===== src/rtl/control_unit_mc_if.sv =====
// Bundle between the multicycle controller and its datapath: instruction fields
// and compare result in, datapath strobes/selects and debug status out.
interface control_unit_mc_if;
    logic [6:0] opcode;
    logic [2:0] funct3;
    logic       comp;
    logic       pc_write;
    logic       ir_write;
    logic       mem_write;
    logic       reg_write;
    logic       adr_src;
    logic [1:0] alu_src_a;
    logic [1:0] alu_src_b;
    logic [1:0] result_src;
    logic [2:0] alu_control;
    logic [3:0] state;
    logic       illegal;

    modport master (
        output opcode, funct3, comp,
        input  pc_write, ir_write, mem_write, reg_write, adr_src,
        input  alu_src_a, alu_src_b, result_src, alu_control, state, illegal
    );

    modport slave (
        input  opcode, funct3, comp,
        output pc_write, ir_write, mem_write, reg_write, adr_src,
        output alu_src_a, alu_src_b, result_src, alu_control, state, illegal
    );
endinterface


===== src/rtl/control_unit_mc.sv =====
// Multicycle RISC-V style Moore controller with a sticky illegal-opcode flag.
// Define CTRL_ILLEGAL_HALT_EN to park in HALT on an illegal opcode instead of treating it as a NOP.
module control_unit_mc (
    input  logic              clk,
    input  logic              rst,
    control_unit_mc_if.slave  bus
);
    typedef enum logic [3:0] {
        S_FETCH    = 4'd0,
        S_DECODE   = 4'd1,
        S_MEMADR   = 4'd2,
        S_MEMREAD  = 4'd3,
        S_MEMWB    = 4'd4,
        S_MEMWRITE = 4'd5,
        S_EXECR    = 4'd6,
        S_EXECI    = 4'd7,
        S_ALUWB    = 4'd8,
        S_BRANCH   = 4'd9,
        S_JAL      = 4'd10,
        S_LUI      = 4'd11,
        S_HALT     = 4'd12
    } state_t;

    state_t     r_state;
    state_t     w_next;
    logic       r_illegal;
    logic       w_illegal_op;
    logic       w_pc_write;
    logic       w_ir_write;
    logic       w_mem_write;
    logic       w_reg_write;
    logic       w_adr_src;
    logic [1:0] w_alu_src_a;
    logic [1:0] w_alu_src_b;
    logic [1:0] w_result_src;
    logic [2:0] w_alu_control;

    function automatic logic [2:0] alu_from_funct3(input logic [2:0] f3);
        case (f3)
            3'b001:  alu_from_funct3 = 3'b001;
            3'b111:  alu_from_funct3 = 3'b010;
            default: alu_from_funct3 = 3'b000;
        endcase
    endfunction

    always_ff @(posedge clk) begin
        if (rst) begin
            r_state   <= S_FETCH;
            r_illegal <= 1'b0;
        end else begin
            r_state <= w_next;
            if (w_illegal_op)
                r_illegal <= 1'b1;
        end
    end

    always_comb begin
        w_next        = r_state;
        w_illegal_op  = 1'b0;
        w_pc_write    = 1'b0;
        w_ir_write    = 1'b0;
        w_mem_write   = 1'b0;
        w_reg_write   = 1'b0;
        w_adr_src     = 1'b0;
        w_alu_src_a   = 2'b00;
        w_alu_src_b   = 2'b00;
        w_result_src  = 2'b00;
        w_alu_control = 3'b000;
        case (r_state)
            S_FETCH: begin
                w_ir_write   = 1'b1;
                w_pc_write   = 1'b1;
                w_alu_src_b  = 2'b10;
                w_result_src = 2'b10;
                w_next       = S_DECODE;
            end
            S_DECODE: begin
                w_alu_src_a = 2'b01;
                w_alu_src_b = 2'b01;
                case (bus.opcode)
                    7'b0000011, 7'b0100011: w_next = S_MEMADR;
                    7'b0110011:             w_next = S_EXECR;
                    7'b0010011:             w_next = S_EXECI;
                    7'b1100011:             w_next = S_BRANCH;
                    7'b1101111:             w_next = S_JAL;
                    7'b0110111:             w_next = S_LUI;
                    default: begin
                        w_illegal_op = 1'b1;
`ifdef CTRL_ILLEGAL_HALT_EN
                        w_next = S_HALT;
`else
                        w_next = S_FETCH;
`endif
                    end
                endcase
            end
            S_MEMADR: begin
                w_alu_src_a = 2'b10;
                w_alu_src_b = 2'b01;
                w_next      = bus.opcode[5] ? S_MEMWRITE : S_MEMREAD;
            end
            S_MEMREAD: begin
                w_adr_src = 1'b1;
                w_next    = S_MEMWB;
            end
            S_MEMWB: begin
                w_result_src = 2'b01;
                w_reg_write  = 1'b1;
                w_next       = S_FETCH;
            end
            S_MEMWRITE: begin
                w_adr_src   = 1'b1;
                w_mem_write = 1'b1;
                w_next      = S_FETCH;
            end
            S_EXECR, S_EXECI: begin
                w_alu_src_a   = 2'b10;
                w_alu_src_b   = (r_state == S_EXECI) ? 2'b01 : 2'b00;
                w_alu_control = alu_from_funct3(bus.funct3);
                w_next        = S_ALUWB;
            end
            S_ALUWB: begin
                w_reg_write = 1'b1;
                w_next      = S_FETCH;
            end
            // Branch resolution is the one output allowed to follow comp within the cycle.
            S_BRANCH: begin
                w_alu_src_a   = 2'b10;
                w_alu_control = (bus.funct3 == 3'b101) ? 3'b100 : 3'b011;
                case (bus.funct3)
                    3'b000:  w_pc_write = ~bus.comp;
                    3'b001:  w_pc_write = bus.comp;
                    3'b101:  w_pc_write = bus.comp;
                    default: w_pc_write = 1'b0;
                endcase
                w_next = S_FETCH;
            end
            S_JAL: begin
                w_alu_src_a = 2'b01;
                w_alu_src_b = 2'b10;
                w_pc_write  = 1'b1;
                w_next      = S_ALUWB;
            end
            S_LUI: begin
                w_alu_src_b   = 2'b01;
                w_alu_control = 3'b101;
                w_next        = S_ALUWB;
            end
            S_HALT:  w_next = S_HALT;
            default: w_next = S_FETCH;
        endcase
    end

    assign bus.pc_write    = w_pc_write;
    assign bus.ir_write    = w_ir_write;
    assign bus.mem_write   = w_mem_write;
    assign bus.reg_write   = w_reg_write;
    assign bus.adr_src     = w_adr_src;
    assign bus.alu_src_a   = w_alu_src_a;
    assign bus.alu_src_b   = w_alu_src_b;
    assign bus.result_src  = w_result_src;
    assign bus.alu_control = w_alu_control;
    assign bus.state       = r_state;
    assign bus.illegal     = r_illegal;
endmodule

===== src/flat_wrapper.sv =====
// flat-port wrapper written by rule: the top's interface ports become plain ports
module control_unit_mc_flat 
  (clk, rst, bus_opcode, bus_funct3, bus_comp, bus_pc_write, bus_ir_write, bus_mem_write, bus_reg_write, bus_adr_src, bus_alu_src_a, bus_alu_src_b, bus_result_src, bus_alu_control, bus_state, bus_illegal);
  control_unit_mc_if bus_i ();
  input  logic clk;
  input  logic rst;
  input wire logic [$bits(bus_i.opcode)-1:0] bus_opcode;
  input wire logic [$bits(bus_i.funct3)-1:0] bus_funct3;
  input wire logic [$bits(bus_i.comp)-1:0] bus_comp;
  output wire logic [$bits(bus_i.pc_write)-1:0] bus_pc_write;
  output wire logic [$bits(bus_i.ir_write)-1:0] bus_ir_write;
  output wire logic [$bits(bus_i.mem_write)-1:0] bus_mem_write;
  output wire logic [$bits(bus_i.reg_write)-1:0] bus_reg_write;
  output wire logic [$bits(bus_i.adr_src)-1:0] bus_adr_src;
  output wire logic [$bits(bus_i.alu_src_a)-1:0] bus_alu_src_a;
  output wire logic [$bits(bus_i.alu_src_b)-1:0] bus_alu_src_b;
  output wire logic [$bits(bus_i.result_src)-1:0] bus_result_src;
  output wire logic [$bits(bus_i.alu_control)-1:0] bus_alu_control;
  output wire logic [$bits(bus_i.state)-1:0] bus_state;
  output wire logic [$bits(bus_i.illegal)-1:0] bus_illegal;
  assign bus_i.opcode = bus_opcode;
  assign bus_i.funct3 = bus_funct3;
  assign bus_i.comp = bus_comp;
  assign bus_pc_write = bus_i.pc_write;
  assign bus_ir_write = bus_i.ir_write;
  assign bus_mem_write = bus_i.mem_write;
  assign bus_reg_write = bus_i.reg_write;
  assign bus_adr_src = bus_i.adr_src;
  assign bus_alu_src_a = bus_i.alu_src_a;
  assign bus_alu_src_b = bus_i.alu_src_b;
  assign bus_result_src = bus_i.result_src;
  assign bus_alu_control = bus_i.alu_control;
  assign bus_state = bus_i.state;
  assign bus_illegal = bus_i.illegal;
  control_unit_mc u_core (.clk(clk), .rst(rst), .bus(bus_i));
endmodule

===== config.mk =====
export PLATFORM = sky130hd
export DESIGN_NAME = control_unit_mc_flat
export DESIGN_NICKNAME = d
export VERILOG_FILES = /design/src/rtl/control_unit_mc_if.sv /design/src/rtl/control_unit_mc.sv /design/src/flat_wrapper.sv
export SDC_FILE = /design/constraint.sdc
export NUM_CORES = 1
export LEC_CHECK = 0
export ABC_CLOCK_PERIOD_IN_PS = 1420
export BUFFER_PORTS_ARGS = -buffer_cell sky130_fd_sc_hd__buf_2
export CORE_ASPECT_RATIO = 1.5
export CORE_MARGIN = 2
export CORE_UTILIZATION = 30
export CTS_CLUSTER_DIAMETER = 30
export DETAILED_ROUTE_END_ITERATION = 8
export PLACE_DENSITY = 0.65
export SYNTH_ARGS = -nofsm -noshare
export SYNTH_HDL_FRONTEND = slang
export SYNTH_SLANG_ARGS = --single-unit

===== constraint.sdc =====
create_clock -name clk -period 1.42 [get_ports clk]
set_input_delay 0.284 -clock clk [delete_from_list [all_inputs] [get_ports clk]]
set_output_delay 0.284 -clock clk [all_outputs]
set_load 0.02 [all_outputs]

==> results.json <==
{
  "status": "finished with violations",
  "violations": "negative setup slack",
  "final_util": 0.7206,
  "rsz0062_at_grt": "true",
  "fin_skew_ps": 0.7320,
  "path_class": "register to primary output",
  "rows": 19,
  "synth_cell_types": 40,
  "path_buf_inv": 1,
  "reg2reg_slack_ps": 40,
  "min_to": "u_core.bus.state[2]",
  "clkLatencyLatePin_ps": 240,
  "start_util": 0.3192,
  "holdCritStartpoint": "rst",
  "slew_violations": 0,
  "dieArea_mm2": 0.002351,
  "areaGrowthSynthToFinish_pct": 125.8,
  "syn_avg_cell_area_um2": 6.963,
  "clk_pin_slew_ps": 40,
  "path_max_fanout": 5,
  "cts_sinks": 5,
  "wl_per_cell_um": 13.83,
  "grt_pass1_wl_mm": 3.387,
  "die_w_um": 40.27,
  "cap_viol_max_count": 0,
  "holdCritPathClass": "primary input to register",
  "cts_hold_buf": 0,
  "die_height_um": 58.40,
  "tightestPinTransition_ps": 451.6,
  "htreeDepth": 1,
  "clockBufferDepth": 2,
  "ys.warnings.count": 0,
  "vias_per_cell": 5.377,
  "fin_tns_setup_ps": -2218,
  "synthFlopType": "dfxtp_1",
  "finalCritPeriodShare": 1.265,
  "cpMaxStageDelayCell": "or4b_4",
  "clock.fmax_mhz": 556.7,
  "grt_overflow": 0,
  "vias": 898,
  "antenna_left": 0,
  "dpl_cell_area_mm2": 0.001028,
  "leakagePower_nw": 0.5814,
  "final_area_mm2": 0.001336,
  "hpwl_mm": 1.565,
  "cp_cell_sequence": "nand2b_4 -> or4b_4 -> a21oi_4 -> buf_6",
  "track_usage": 0.2053,
  "cp_slowest_stage_delay_ps": 530,
  "gp_congestion": 0.8232,
  "setup_viol": 14,
  "period_minus_slack_ps": 1796,
  "first_iter_violations": 9,
  "synth_seq_cells": 5,
  "async_flop_share": 0,
  "drive_gt1_frac": 0.7123,
  "worst_ep_arrival_time_ps": 1510,
  "syn_nets": 98,
  "power.density_mw_per_mm2": 443.4,
  "core_area_mm2": 0.001854,
  "wirelength_mm": 2.309,
  "slew_headroom": 0.6912,
  "drtPass1Iterations": 4,
  "hold_viol_final": 0,
  "startpoint_type": "register",
  "p_total_mw": 0.5926,
  "grt_pass1_vias": 869,
  "synth_cells": 85,
  "instances_no_fill": 167,
  "synth_area_um2": 591.8,
  "whs_path_depth": 2,
  "cts-root-buf": "clkbuf_4",
  "irDropWorstVdd_mv": 0.2943,
  "worstRegToRegCells": 4,
  "portBuffers": 31,
  "grt_max_degree": 17,
  "setup_slack_ps": -376.1,
  "nets": 160,
  "crit_family": "simple AND/OR/NAND/NOR gates",
  "dp_cells": 154,
  "synth_edf_count": 0,
  "cts_tree": "yes",
  "diodes": 0,
  "crit_required_ps": 1140,
  "r2r-start": "u_core.bus.state[3]",
  "drc": 0,
  "r2r-end": "u_core.bus.state[0]",
  "yosysSeqAreaShare": 0.1691,
  "end_kind": "primary output",
  "antenna_found_initial": 0,
  "cts_buffers": 3,
  "ioPinCount": 32
}
## state kept, by name, summed over array words and instances (netlist names)
| register | flops |
|---|---|
| u_core.bus.illegal | 1 |
| u_core.bus.state | 4 |
## cell usage after synthesis (2+ instances only)
| master | n | share of area |
|---|---|---|
| a21o_1 | 2 | 0.025 |
| a2111oi_0 | 2 | 0.030 |
| buf_2 | 2 | 0.017 |
| or2_2 | 2 | 0.021 |
| dfxtp_1 | 5 | 0.17 |
| clkbuf_1 | 2 | 0.013 |
| a21oi_1 | 9 | 0.076 |
| nand2_1 | 6 | 0.038 |
| a221oi_1 | 2 | 0.030 |
| nor3_1 | 6 | 0.051 |
| inv_1 | 3 | 0.019 |
| nor2_1 | 10 | 0.063 |
| nand3b_1 | 3 | 0.038 |
| xnor2_1 | 3 | 0.044 |
| or3_1 | 2 | 0.021 |
| o22ai_1 | 2 | 0.021 |
## report_power, final
part	leakage [nW]	switching [mW]	total [mW]	internal, mW
combinational	0.523	0.133	0.276	0.143
clock	0.0150	0.0608	0.167	0.106
sequential	0.0438	0.00789	0.150	0.142
## metal layers
layer  GRT usage  vias up  part of all wire
li1            -      442                 -
met3     0.02642        4             0.043
met4     0.09524        0             0.012
met1      0.1816      425              0.33
met5           0        -                 0
met2      0.4078       27              0.61
## cell families after synthesis
family | count (synthesis) | share of synthesized area
XOR/XNOR | 3 | 0.04441
buffers and inverters | 9 | 0.06766
AND/OR/NAND/NOR | 43 | 0.4186
AO/OA/AOI/OAI | 25 | 0.3002
flip-flops | 5 | 0.1691
## worst max-delay path by stage
stage,start,to,slack (ps),cells after the start
after floorplan,u_core.bus.state[1],bus_pc_write,-100,3
after global placement,bus_funct3[0],bus_pc_write,-260,6
after detailed placement,bus_funct3[0],bus_pc_write,-280,6
after CTS,u_core.bus.state[1],bus_pc_write,-390,4
after global routing,u_core.bus.state[1],bus_pc_write,-430,4
final,u_core.bus.state[1],bus_pc_write,-380,4
## what timing repair did
| action | in CTS | in global routing |
|---|---|---|
| pin swaps | 8 | 5 |
| endpoints found under the hold margin | 0 | 0 |
| endpoints found under the setup margin | 15 | 17 |
| gates resized for setup | 51 | 10 |
| setup buffers | 7 | 2 |
## area by class of cell
class | instances | area [um2]
repair buffers | 63 | 520.5
multi-input cells | 71 | 636.9
inverters | 3 | 11.26
well taps | 21 | 26.28
clock buffers | 4 | 26.28
fillers | 140 | 518.0
flip-flops and latches | 5 | 115.1
## cells in the final DEF (no fill, tap or decap), types with 2 or more instances in the layout
cell type	synthesis	routed
a221oi_1	2	2
xnor2_1	3	2
buf_4	1	23
nand2_1	6	5
clkbuf_4	0	3
nor3b_2	1	2
inv_1	3	3
a21oi_4	0	2
nor2_2	0	2
buf_6	0	22
a21oi_2	0	2
nor2_1	10	3
a2111oi_2	1	2
a21o_1	2	2
nor3_2	0	2
nor3_4	0	2
nor3_1	6	2
nand3b_1	3	3
buf_2	2	17
nor2_4	0	5
a21oi_1	9	5
nand2b_4	0	2
dfxtp_4	0	4
## per-stage QoR
step,setup slack [ps],hold slack [ps]
after floorplan,-103.3,355.2
after global placement,-258.7,453.5
after detailed placement,-277.3,462.4
after CTS,-387.8,237.3
after global routing,-428.9,267.8
final,-376.1,270.8
Power figures use the tool's default switching activity.
